## src/rtl/ld_sample_seq_if.sv

```systemverilog
// Bundle between the rider-sensing round scheduler, its SPI master and the result consumers.
// master = the scheduler side; slave = SPI master / request source / consumers.
interface ld_sample_seq_if;
  logic        nxt;
  logic        done;
  logic [15:0] rd_data;
  logic        wrt;
  logic [15:0] cmd;
  logic [11:0] lft_ld;
  logic [11:0] rght_ld;
  logic [11:0] steer_pot;
  logic [11:0] batt;
  logic        vld;
  logic        busy;
  logic        spi_err;

  modport master (
    input  nxt, done, rd_data,
    output wrt, cmd, lft_ld, rght_ld, steer_pot, batt, vld, busy, spi_err
  );

  modport slave (
    output nxt, done, rd_data,
    input  wrt, cmd, lft_ld, rght_ld, steer_pot, batt, vld, busy, spi_err
  );
endinterface

```

## src/rtl/ld_sample_seq.sv

```systemverilog
// Round scheduler for the shared A2D: converts LFT, RGHT, STR, BATT over SPI (two transactions
// each), publishes registered 12-bit results, auto-starts from a period timer, flags a hung SPI.
module ld_sample_seq #(
  parameter bit       fast_sim = 1'b0,
  parameter bit       AUTO     = 1'b1,
  parameter bit [2:0] CH_LFT   = 3'd0,
  parameter bit [2:0] CH_RGHT  = 3'd4,
  parameter bit [2:0] CH_STR   = 3'd5,
  parameter bit [2:0] CH_BATT  = 3'd6
) (
  input logic             clk,
  input logic             rst_n,
  ld_sample_seq_if.master bus
);

  typedef enum logic [2:0] {
    IDLE, SEND_A, WAIT_A, GAP, SEND_B, WAIT_B, CAPT, FIN
  } state_t;

  state_t      state, nxt_state;
  logic [1:0]  idx;
  logic        pend;
  logic [21:0] tmr;
  logic [15:0] wdog;
  logic [11:0] lft_q, rght_q, str_q, batt_q;
  logic        err_q;

  logic        tmr_wrap, auto_tick, start, in_wait, wd_full, wd_exp;
  logic [2:0]  ch_sel;
  logic [15:0] acmd;
  logic        unused_rd;

  assign tmr_wrap  = fast_sim ? (&tmr[11:0]) : (&tmr);
  assign auto_tick = AUTO & tmr_wrap;
  assign start     = bus.nxt | auto_tick | pend;
  assign in_wait   = (state == WAIT_A) || (state == WAIT_B);
  assign wd_full   = fast_sim ? (&wdog[7:0]) : (&wdog);
  // A done arriving on the expiry cycle still completes the transaction.
  assign wd_exp    = in_wait & wd_full & ~bus.done;

  assign ch_sel = (idx == 2'd0) ? CH_LFT  :
                  (idx == 2'd1) ? CH_RGHT :
                  (idx == 2'd2) ? CH_STR  : CH_BATT;
  assign acmd   = {2'b00, ch_sel, 11'h000};

  assign unused_rd = ^bus.rd_data[15:12];

  always_ff @(posedge clk or negedge rst_n) begin
    if (!rst_n) state <= IDLE;
    else        state <= nxt_state;
  end

  always_comb begin
    nxt_state = state;
    case (state)
      IDLE:    if (start) nxt_state = SEND_A;
      SEND_A:  nxt_state = WAIT_A;
      WAIT_A:  if (bus.done) nxt_state = GAP;
               else if (wd_exp) nxt_state = IDLE;
      GAP:     nxt_state = SEND_B;
      SEND_B:  nxt_state = WAIT_B;
      WAIT_B:  if (bus.done) nxt_state = CAPT;
               else if (wd_exp) nxt_state = IDLE;
      CAPT:    nxt_state = (idx == 2'd3) ? FIN : SEND_A;
      FIN:     nxt_state = IDLE;
      default: nxt_state = IDLE;
    endcase
  end

  always_comb begin
    bus.wrt  = 1'b0;
    bus.cmd  = 16'h0000;
    bus.vld  = 1'b0;
    bus.busy = (state != IDLE);
    case (state)
      SEND_A: begin
        bus.wrt = 1'b1;
        bus.cmd = acmd;
      end
      WAIT_A:  bus.cmd = acmd;
      SEND_B:  bus.wrt = 1'b1;
      FIN:     bus.vld = 1'b1;
      default: ;
    endcase
  end

  always_ff @(posedge clk or negedge rst_n) begin
    if (!rst_n) begin
      tmr    <= '0;
      wdog   <= '0;
      idx    <= '0;
      pend   <= 1'b0;
      err_q  <= 1'b0;
      lft_q  <= '0;
      rght_q <= '0;
      str_q  <= '0;
      batt_q <= '0;
    end else begin
      tmr <= tmr + 22'd1;

      if (bus.wrt)      wdog <= '0;
      else if (in_wait) wdog <= wdog + 16'd1;

      if (state == IDLE)      idx <= 2'd0;
      else if (state == CAPT) idx <= idx + 2'd1;

      // Requests seen while busy collapse into one pending start; IDLE consumes it.
      if ((state == IDLE) || wd_exp)  pend <= 1'b0;
      else if (bus.nxt | auto_tick)   pend <= 1'b1;

      if (wd_exp) err_q <= 1'b1;

      if ((state == WAIT_B) && bus.done) begin
        case (idx)
          2'd0:    lft_q  <= bus.rd_data[11:0];
          2'd1:    rght_q <= bus.rd_data[11:0];
          2'd2:    str_q  <= bus.rd_data[11:0];
          default: batt_q <= bus.rd_data[11:0];
        endcase
      end
    end
  end

  assign bus.lft_ld    = lft_q;
  assign bus.rght_ld   = rght_q;
  assign bus.steer_pot = str_q;
  assign bus.batt      = batt_q;
  assign bus.spi_err   = err_q;

endmodule
```

## src/flat_wrapper.sv

```systemverilog
// flat-port wrapper written by rule: the top's interface ports become plain ports
module ld_sample_seq_flat 
#(
  parameter bit       fast_sim = 1'b0,
  parameter bit       AUTO     = 1'b1,
  parameter bit [2:0] CH_LFT   = 3'd0,
  parameter bit [2:0] CH_RGHT  = 3'd4,
  parameter bit [2:0] CH_STR   = 3'd5,
  parameter bit [2:0] CH_BATT  = 3'd6
)
  (clk, rst_n, bus_nxt, bus_done, bus_rd_data, bus_wrt, bus_cmd, bus_lft_ld, bus_rght_ld, bus_steer_pot, bus_batt, bus_vld, bus_busy, bus_spi_err);
  ld_sample_seq_if bus_i ();
  input logic clk;
  input logic rst_n;
  input wire logic [$bits(bus_i.nxt)-1:0] bus_nxt;
  input wire logic [$bits(bus_i.done)-1:0] bus_done;
  input wire logic [$bits(bus_i.rd_data)-1:0] bus_rd_data;
  output wire logic [$bits(bus_i.wrt)-1:0] bus_wrt;
  output wire logic [$bits(bus_i.cmd)-1:0] bus_cmd;
  output wire logic [$bits(bus_i.lft_ld)-1:0] bus_lft_ld;
  output wire logic [$bits(bus_i.rght_ld)-1:0] bus_rght_ld;
  output wire logic [$bits(bus_i.steer_pot)-1:0] bus_steer_pot;
  output wire logic [$bits(bus_i.batt)-1:0] bus_batt;
  output wire logic [$bits(bus_i.vld)-1:0] bus_vld;
  output wire logic [$bits(bus_i.busy)-1:0] bus_busy;
  output wire logic [$bits(bus_i.spi_err)-1:0] bus_spi_err;
  assign bus_i.nxt = bus_nxt;
  assign bus_i.done = bus_done;
  assign bus_i.rd_data = bus_rd_data;
  assign bus_wrt = bus_i.wrt;
  assign bus_cmd = bus_i.cmd;
  assign bus_lft_ld = bus_i.lft_ld;
  assign bus_rght_ld = bus_i.rght_ld;
  assign bus_steer_pot = bus_i.steer_pot;
  assign bus_batt = bus_i.batt;
  assign bus_vld = bus_i.vld;
  assign bus_busy = bus_i.busy;
  assign bus_spi_err = bus_i.spi_err;
  ld_sample_seq #(.fast_sim(fast_sim), .AUTO(AUTO), .CH_LFT(CH_LFT), .CH_RGHT(CH_RGHT), .CH_STR(CH_STR), .CH_BATT(CH_BATT)) u_core (.clk(clk), .rst_n(rst_n), .bus(bus_i));
endmodule
```

## config.mk

```make
export PLATFORM = sky130hd
export DESIGN_NAME = ld_sample_seq_flat
export DESIGN_NICKNAME = d
export VERILOG_FILES = /design/src/rtl/ld_sample_seq_if.sv /design/src/rtl/ld_sample_seq.sv /design/src/flat_wrapper.sv
export SDC_FILE = /design/constraint.sdc
export NUM_CORES = 1
export LEC_CHECK = 0
export ABC_CLOCK_PERIOD_IN_PS = 3100
export CAP_MARGIN = 25
export CORE_ASPECT_RATIO = 0.75
export CORE_MARGIN = 5
export CORE_UTILIZATION = 55
export DETAILED_ROUTE_END_ITERATION = 10
export PLACE_DENSITY = 0.85
export SETUP_SLACK_MARGIN = 0.15
export SLEW_MARGIN = 20
export SYNTH_ARGS = -nofsm -noshare
export SYNTH_HDL_FRONTEND = slang
export SYNTH_SLANG_ARGS = --single-unit
```

## constraint.sdc

```tcl
create_clock -name clk -period 3.1 [get_ports clk]
set_input_delay 0.93 -clock clk [delete_from_list [all_inputs] [get_ports clk]]
set_output_delay 0.93 -clock clk [all_outputs]
set_load 0.005 [all_outputs]
```

==> results of run 1 <==
[metrics by stage]
step / utilization [%] / hold slack [ns] / cell area [µm²]
3_3_place_gp: 67.9 / 0.451 / 5020
2_1_floorplan: - / 0.437 / 4270
3_5_place_dp: 67.9 / 0.459 / 5020
4_1_cts: 70.8 / 0.478 / 5240
6_report: 70.8 / 0.473 / 5240
5_1_grt: 70.8 / 0.508 / 5240
[worst paths after layout]
kind	startpoint	end	cells past startpoint	slack, ns
min in group asynchronous	rst_n	u_core.tmr[8]$_DFF_PN0_	1	0.55
max in group asynchronous	rst_n	u_core.idx[0]$_DFFE_PN0P_	2	1.89
hold reg to reg	u_core.wdog[14]$_DFFE_PN0P_	u_core.wdog[14]$_DFFE_PN0P_	1	0.47
setup / recovery	u_core.state[0]$_DFFE_PN0P_	bus_cmd[12]	5	0.28
setup reg to reg	u_core.state[1]$_DFFE_PN0P_	u_core.state[1]$_DFFE_PN0P_	5	0.90
hold / removal	u_core.wdog[14]$_DFFE_PN0P_	u_core.wdog[14]$_DFFE_PN0P_	1	0.47
[cells by family after synthesis]
family / after synthesis / synth area share (%)
AOI/OAI and AO/OA: 37 / 6.84
xor gates and xnor gates: 27 / 5.60
adders and majority gates: 7 / 2.07
buffers and inverters: 36 / 4.71
DFF: 93 / 55.1
muxes: 52 / 13.7
other: 1 / 0.0887
and+or+nand+nor: 99 / 11.9
[flip-flops by register name (all words and copies together) (netlist names)]
signal,cells
u_core.tmr,22
u_core.pend,1
u_core.idx,2
u_core.bus.rght_ld,12
u_core.wdog,16
u_core.bus.batt,12
u_core.bus.steer_pot,12
u_core.bus.lft_ld,12
u_core.state,3
u_core.bus.spi_err,1
[layout by cell type (no fill, tap or decap), types with 3 or more instances in the layout]
master,instances
and3_1,4
dfrtp_1,91
nor4_1,3
ha_1,7
and2_1,4
clkdlybuf4s50_1,69
conb_1,13
nand2_1,27
xor2_1,9
a21oi_1,6
or3_1,4
nor2_1,16
xnor2_1,18
and4_1,3
a211oi_1,6
nor3_1,6
mux2i_1,4
a22o_1,3
o21ai_0,9
nand4_1,12
nor2b_1,3
buf_4,9
inv_1,11
clkbuf_8,9
nand3_1,11
mux2_2,48
[report_power, final]
part | leakage (nW) | internal, mW | total (mW) | switching (mW)
clock | 0.103 | 0.393 | 0.859 | 0.466
sequential | 1.22 | 1.52 | 1.72 | 0.200
combinational | 1.08 | 0.892 | 1.55 | 0.655
[metal layers]
layer | part of all wire, % | wire length, µm | up-vias | global-route usage, %
met3 | 4.0 | 359 | 19 | 4.44
met5 | 0 | 0 | - | 0
met1 | 43 | 3830 | 1437 | 24.9
li1 | - | - | 1372 | -
met4 | 2.2 | 195 | 0 | 7.73
met2 | 51 | 4550 | 66 | 33.4
[layout make-up]
| cell class | count | area share (%) |
|---|---|---|
| Clock buffer | 9 | 2.36 |
| Clock inverter | 7 | 1.77 |
| Inverter | 12 | 0.859 |
| Multi-Input combinational cell | 235 | 33.3 |
| Sequential cell | 93 | 44.4 |
| Tap cell | 101 | 2.41 |
| Timing Repair Buffer | 79 | 14.8 |
[repair_timing]
item	in CTS	in global routing
gates resized for setup	0	2
setup endpoints to repair	0	4
setup buffers	0	0
[worst register-to-register path, delay by kind of cell (launching register included)]
kind	cells	cell delay, ns
compound gates	2	0.64
buf+inv	1	0.20
flops	1	0.51
simple gates	2	0.73
==> run_results.csv, run 1 <==
group,metric,value,unit
global_routing,grt_pass1_vias,3002,
worst_setup_path,max_stage_delay,0.51,ns
cells_and_area,seq_area,2330,µm²
sta,fin_ws,0.285,ns
synth,netlist.area_leader.share,55.1,%
cts,cts_made_buffers,9,
status,outcome,"completed",
power_and_ir_drop,irDropWorstVdd,0.422,mV
detailed_routing,wl_per_cell,16.7,µm
synth,async_flop_share,100,%
place,gp_congestion,0.806,
synth,synth_cell_types,43,
detailed_routing,vias,2894,
sta,maxSlewHeadroom,35.9,%
cts,clk_latency,0.37,ns
sta,finalClockSkew,0.0107,ns
global_routing,antenna_found_initial,0,
synth,synth.avg_cell_area,12.0,µm²
worst_setup_path,endpoint_kind,"output pin",
cells_and_area,antenna_cells,0,
detailed_routing,vias_per_cell,5.40,
worst_setup_path,path_cells,"buf_4, xnor2_1, nor2_1, and2_1, clkdlybuf4s50_1",
place,dp_hpwl,6580,µm
synth,synthFlopType,"dfrtp_1",
worst_setup_path,critical_path_class,"flip-flop to output pin",
global_routing,grtUsageTotal,19.7,%
flow_run,drv_cap,0,
floorplanning,initial_core_util,57.1,%
sta,rsz0062_at_grt,"no",
synth,ys_seq_area_share,55.1,%
detailed_routing,drt.antenna.violating_nets,0,
worst_setup_path,cp_num_buf_inv,2,
floorplanning,ioPinCount,88,
synth,syn_area,4230,µm²
sta,hold_viol,0,
detailed_routing,drtIter0Drc,172,
power_and_ir_drop,powerDensity,786,nW/µm²
cts,clock-sinks,93,
global_routing,grt_max_degree,50,
synth,yosysMostFrequentCell,"dfrtp_1",
synth,synth_warnings,0,
worst_hold_path,hp-class,"flip-flop to flip-flop",
power_and_ir_drop,p_leak,2.41,nW
floorplanning,dieArea,9560,µm²
global_routing,overflow,0,
cells_and_area,multi_input_area,1750,µm²
cells_and_area,drive_gt1_share,18.2,%
cts,clockBufferDepth,2,
sta,worst_pin_slew,0.953,ns
detailed_routing,drc_errors,0,
sta,tns,0,ns
cells_and_area,area_growth,24.0,%
place,dp_slack,0.351,ns
sta,fin_crit_sh,90.8,%
floorplanning,die_w,111,µm
synth,synth_edf_count,0,
worst_setup_path,startpoint_type,"flip-flop",
synth,synthTopCellsByArea,"dfrtp_1, mux2_2, xnor2_1",
cts,htree_levels,3,
detailed_routing,dr.pass1.iters,4,
cells_and_area,nFillCells,518,
floorplanning,core,7400,µm²
floorplanning,rows,27,
place,io_buffers,70,
synth,ys_ff_latch,93,
worst_setup_path,cp_slowest_cell,"clkdlybuf4s50_1",
cts,cts_hold_buf,0,
cts,clockRootBuffer,"clkbuf_8",
power_and_ir_drop,power,4.12,mW
cts,clk_pin_slew,0.10,ns
synth,synthTopCellsByCount,"dfrtp_1, mux2_2, nand2_1",
synth,syn_inst,352,
worst_setup_path,path_max_fanout,13,
sta,fmax,355,MHz
sta,min_period,2.82,ns
worst_setup_path,path_delay_family,"buffers and inverters",
sta,setup_viol,0,
detailed_routing,routed_wl,8940,µm
cts,cts_tree,"done",
synth,synth_area_leader_cell,"dfrtp_1",
worst_setup_path,cp_data_required_time,2.17,ns
worst_setup_path,cp_data_arrival_time,1.89,ns
global_routing,grt_pass1_wl,15000,µm
floorplanning,die_y,85.9,µm
cells_and_area,fin_nets,457,
sta,maxSlewViolCount,0,
place,dpl.cell_count,520,
cells_and_area,fin_cells,536,
Note: power is estimated with default switching activity, not from simulation.
==> inputs of run 2 (changes only) <==
--- a/config.mk
+++ b/config.mk
@@ -5,7 +5,7 @@
 export SDC_FILE = /design/constraint.sdc
 export NUM_CORES = 1
 export LEC_CHECK = 0
-export ABC_CLOCK_PERIOD_IN_PS = 3100
+export ABC_CLOCK_PERIOD_IN_PS = 3400
 export CAP_MARGIN = 25
 export CORE_ASPECT_RATIO = 0.75
 export CORE_MARGIN = 5
==> constraint.sdc (replaced) <==
create_clock -name clk -period 3.4 [get_ports clk]
set_input_delay 1.02 -clock clk [delete_from_list [all_inputs] [get_ports clk]]
set_output_delay 1.02 -clock clk [all_outputs]
set_load 0.005 [all_outputs]
==> run_results.csv, run 2 (synthesis gave the netlist of run 1 again) <==
group,metric,value,unit
cts,clock-sinks,93,
worst_setup_path,startpoint_type,"flip-flop",
cells_and_area,drive_gt1_share,17.6,%
cts,clk_pin_slew,0.09,ns
floorplanning,initial_core_util,57.1,%
cells_and_area,top_regs,"u_core.tmr (22), u_core.wdog (16)",
detailed_routing,vias,2913,
power_and_ir_drop,p_sw,1.18,mW
cells_and_area,area_growth,24.2,%
global_routing,grt_pass1_vias,2970,
detailed_routing,wl_per_cell,17.2,µm
floorplanning,die_w,111,µm
sta,fmax,342,MHz
sta,maxSlewViolCount,0,
worst_setup_path,cp_data_required_time,2.38,ns
worst_setup_path,path_max_fanout,5,
power_and_ir_drop,power_frac_comb,35.8,%
worst_setup_path,max_stage_delay,0.54,ns
power_and_ir_drop,p_leak,2.42,nW
worst_setup_path,path_cells,"inv_1, ha_1, nor3_1, clkdlybuf4s50_1",
power_and_ir_drop,netSwitchingFraction,30.5,%
sta,hold_viol,0,
sta,worst_pin_slew,0.865,ns
worst_setup_path,cp_num_buf_inv,2,
place,gp_congestion,0.809,
worst_setup_path,cp_data_arrival_time,1.90,ns
status,outcome,"completed",
sta,tns,0,ns
sta,rsz0062_at_grt,"no",
cts,cts_made_buffers,9,
sta,fin_ws,0.477,ns
worst_setup_path,path_delay_family,"buffers and inverters",
global_routing,grtUsageTotal,19.7,%
flow_run,drv_cap,0,
cells_and_area,final_common_cell,"dfrtp_1",
floorplanning,rows,27,
cts,cts_hold_buf,0,
detailed_routing,dr.pass1.iters,5,
cts,postCtsSetupBuffers,0,
place,io_buffers,70,
global_routing,overflow,0,
detailed_routing,drc_errors,0,
sta,min_period,2.92,ns
sta,fin_crit_sh,86.0,%
cells_and_area,nFillCells,517,
cells_and_area,fin_nets,456,
worst_hold_path,hp-class,"flip-flop to flip-flop",
cts,ctsResizeCount,0,
cells_and_area,final_cell_mix,"dfrtp_1, clkdlybuf4s50_1, mux2_2",
floorplanning,die_y,85.9,µm
sta,maxSlewHeadroom,41.8,%
detailed_routing,vias_per_cell,5.46,
place,dp_hpwl,6570,µm
cts,clockRootBuffer,"clkbuf_8",
sta,finalClockSkew,0.0111,ns
cells_and_area,antenna_cells,0,
global_routing,grt_max_degree,94,
power_and_ir_drop,power_frac_clock,22.3,%
power_and_ir_drop,p_int,2.68,mW
worst_setup_path,cp_slowest_cell,"clkdlybuf4s50_1",
detailed_routing,drtIter0Drc,105,
worst_setup_path,rrSetupSlack,1.12,ns
worst_setup_path,endpoint_kind,"output pin",
floorplanning,dieArea,9560,µm²
sta,setup_viol,0,
power_and_ir_drop,powerDensity,734,nW/µm²
cts,htree_levels,3,
cts,cts_tree,"done",
cells_and_area,largest_reg_flops,22,
cts,clk_latency,0.35,ns
global_routing,grt_pass1_wl,15100,µm
global_routing,antenna_found_initial,0,
cells_and_area,top_register,"u_core.tmr",
worst_setup_path,critical_path_class,"flip-flop to output pin",
detailed_routing,drt.antenna.violating_nets,0,
power_and_ir_drop,seqPwrFrac,41.9,%
cts,clockBufferDepth,2,
floorplanning,ioPinCount,88,
detailed_routing,routed_wl,9160,µm
power_and_ir_drop,irDropWorstVdd,0.399,mV
floorplanning,core,7400,µm²
place,dp_slack,0.604,ns
[run 2: path summary, 6_finish.rpt]
path | start | end | cells after the start
worst max register to register | u_core.state[2]$_DFFE_PN0P_ | u_core.state[1]$_DFFE_PN0P_ | 5
worst min register to register | u_core.bus.spi_err$_DFFE_PN0P_ | u_core.bus.spi_err$_DFFE_PN0P_ | 1
worst min-delay path | u_core.bus.spi_err$_DFFE_PN0P_ | u_core.bus.spi_err$_DFFE_PN0P_ | 1
worst max-delay path | u_core.idx[0]$_DFFE_PN0P_ | bus_cmd[13] | 4
max in group asynchronous | rst_n | u_core.state[1]$_DFFE_PN0P_ | 2
min in group asynchronous | rst_n | u_core.bus.lft_ld[9]$_DFFE_PN0P_ | 2
[run 2: through the flow]
step	instance area [µm²]	total power, mW	cells	util (%)	hold WS, ns
2_1_floorplan	4270	2.24	364	-	0.437
3_3_place_gp	5010	2.94	519	67.8	0.451
3_5_place_dp	5010	3.01	519	67.8	0.458
4_1_cts	5250	3.89	534	71.0	0.474
5_1_grt	5250	4.10	534	71.0	0.494
6_report	5250	3.86	534	71.0	0.470
[run 2: cell type report]
type	instances	area, µm²	area share, %
Clock buffer	9	124	2.36
Clock inverter	6	111	2.12
Inverter	12	45.0	0.858
Multi-Input combinational cell	235	1750	33.2
Sequential cell	93	2330	44.3
Tap cell	101	126	2.41
Timing Repair Buffer	78	771	14.7
[run 2: metal layers]
layer / wire, µm / GRT usage, %
met1: 3840 / 24.5
met2: 4740 / 33.8
met3: 471 / 5.99
met4: 114 / 5.19
met5: 0 / 0
[run 2: power by group through the flow]
stage	Clock [mW]	Sequential [mW]	Combinational, mW
floorplan	0	1.57	0.674
global placement	0	1.61	1.34
detailed placement	0	1.63	1.38
CTS	0.880	1.61	1.40
global route	0.938	1.66	1.50
finish	0.860	1.62	1.38
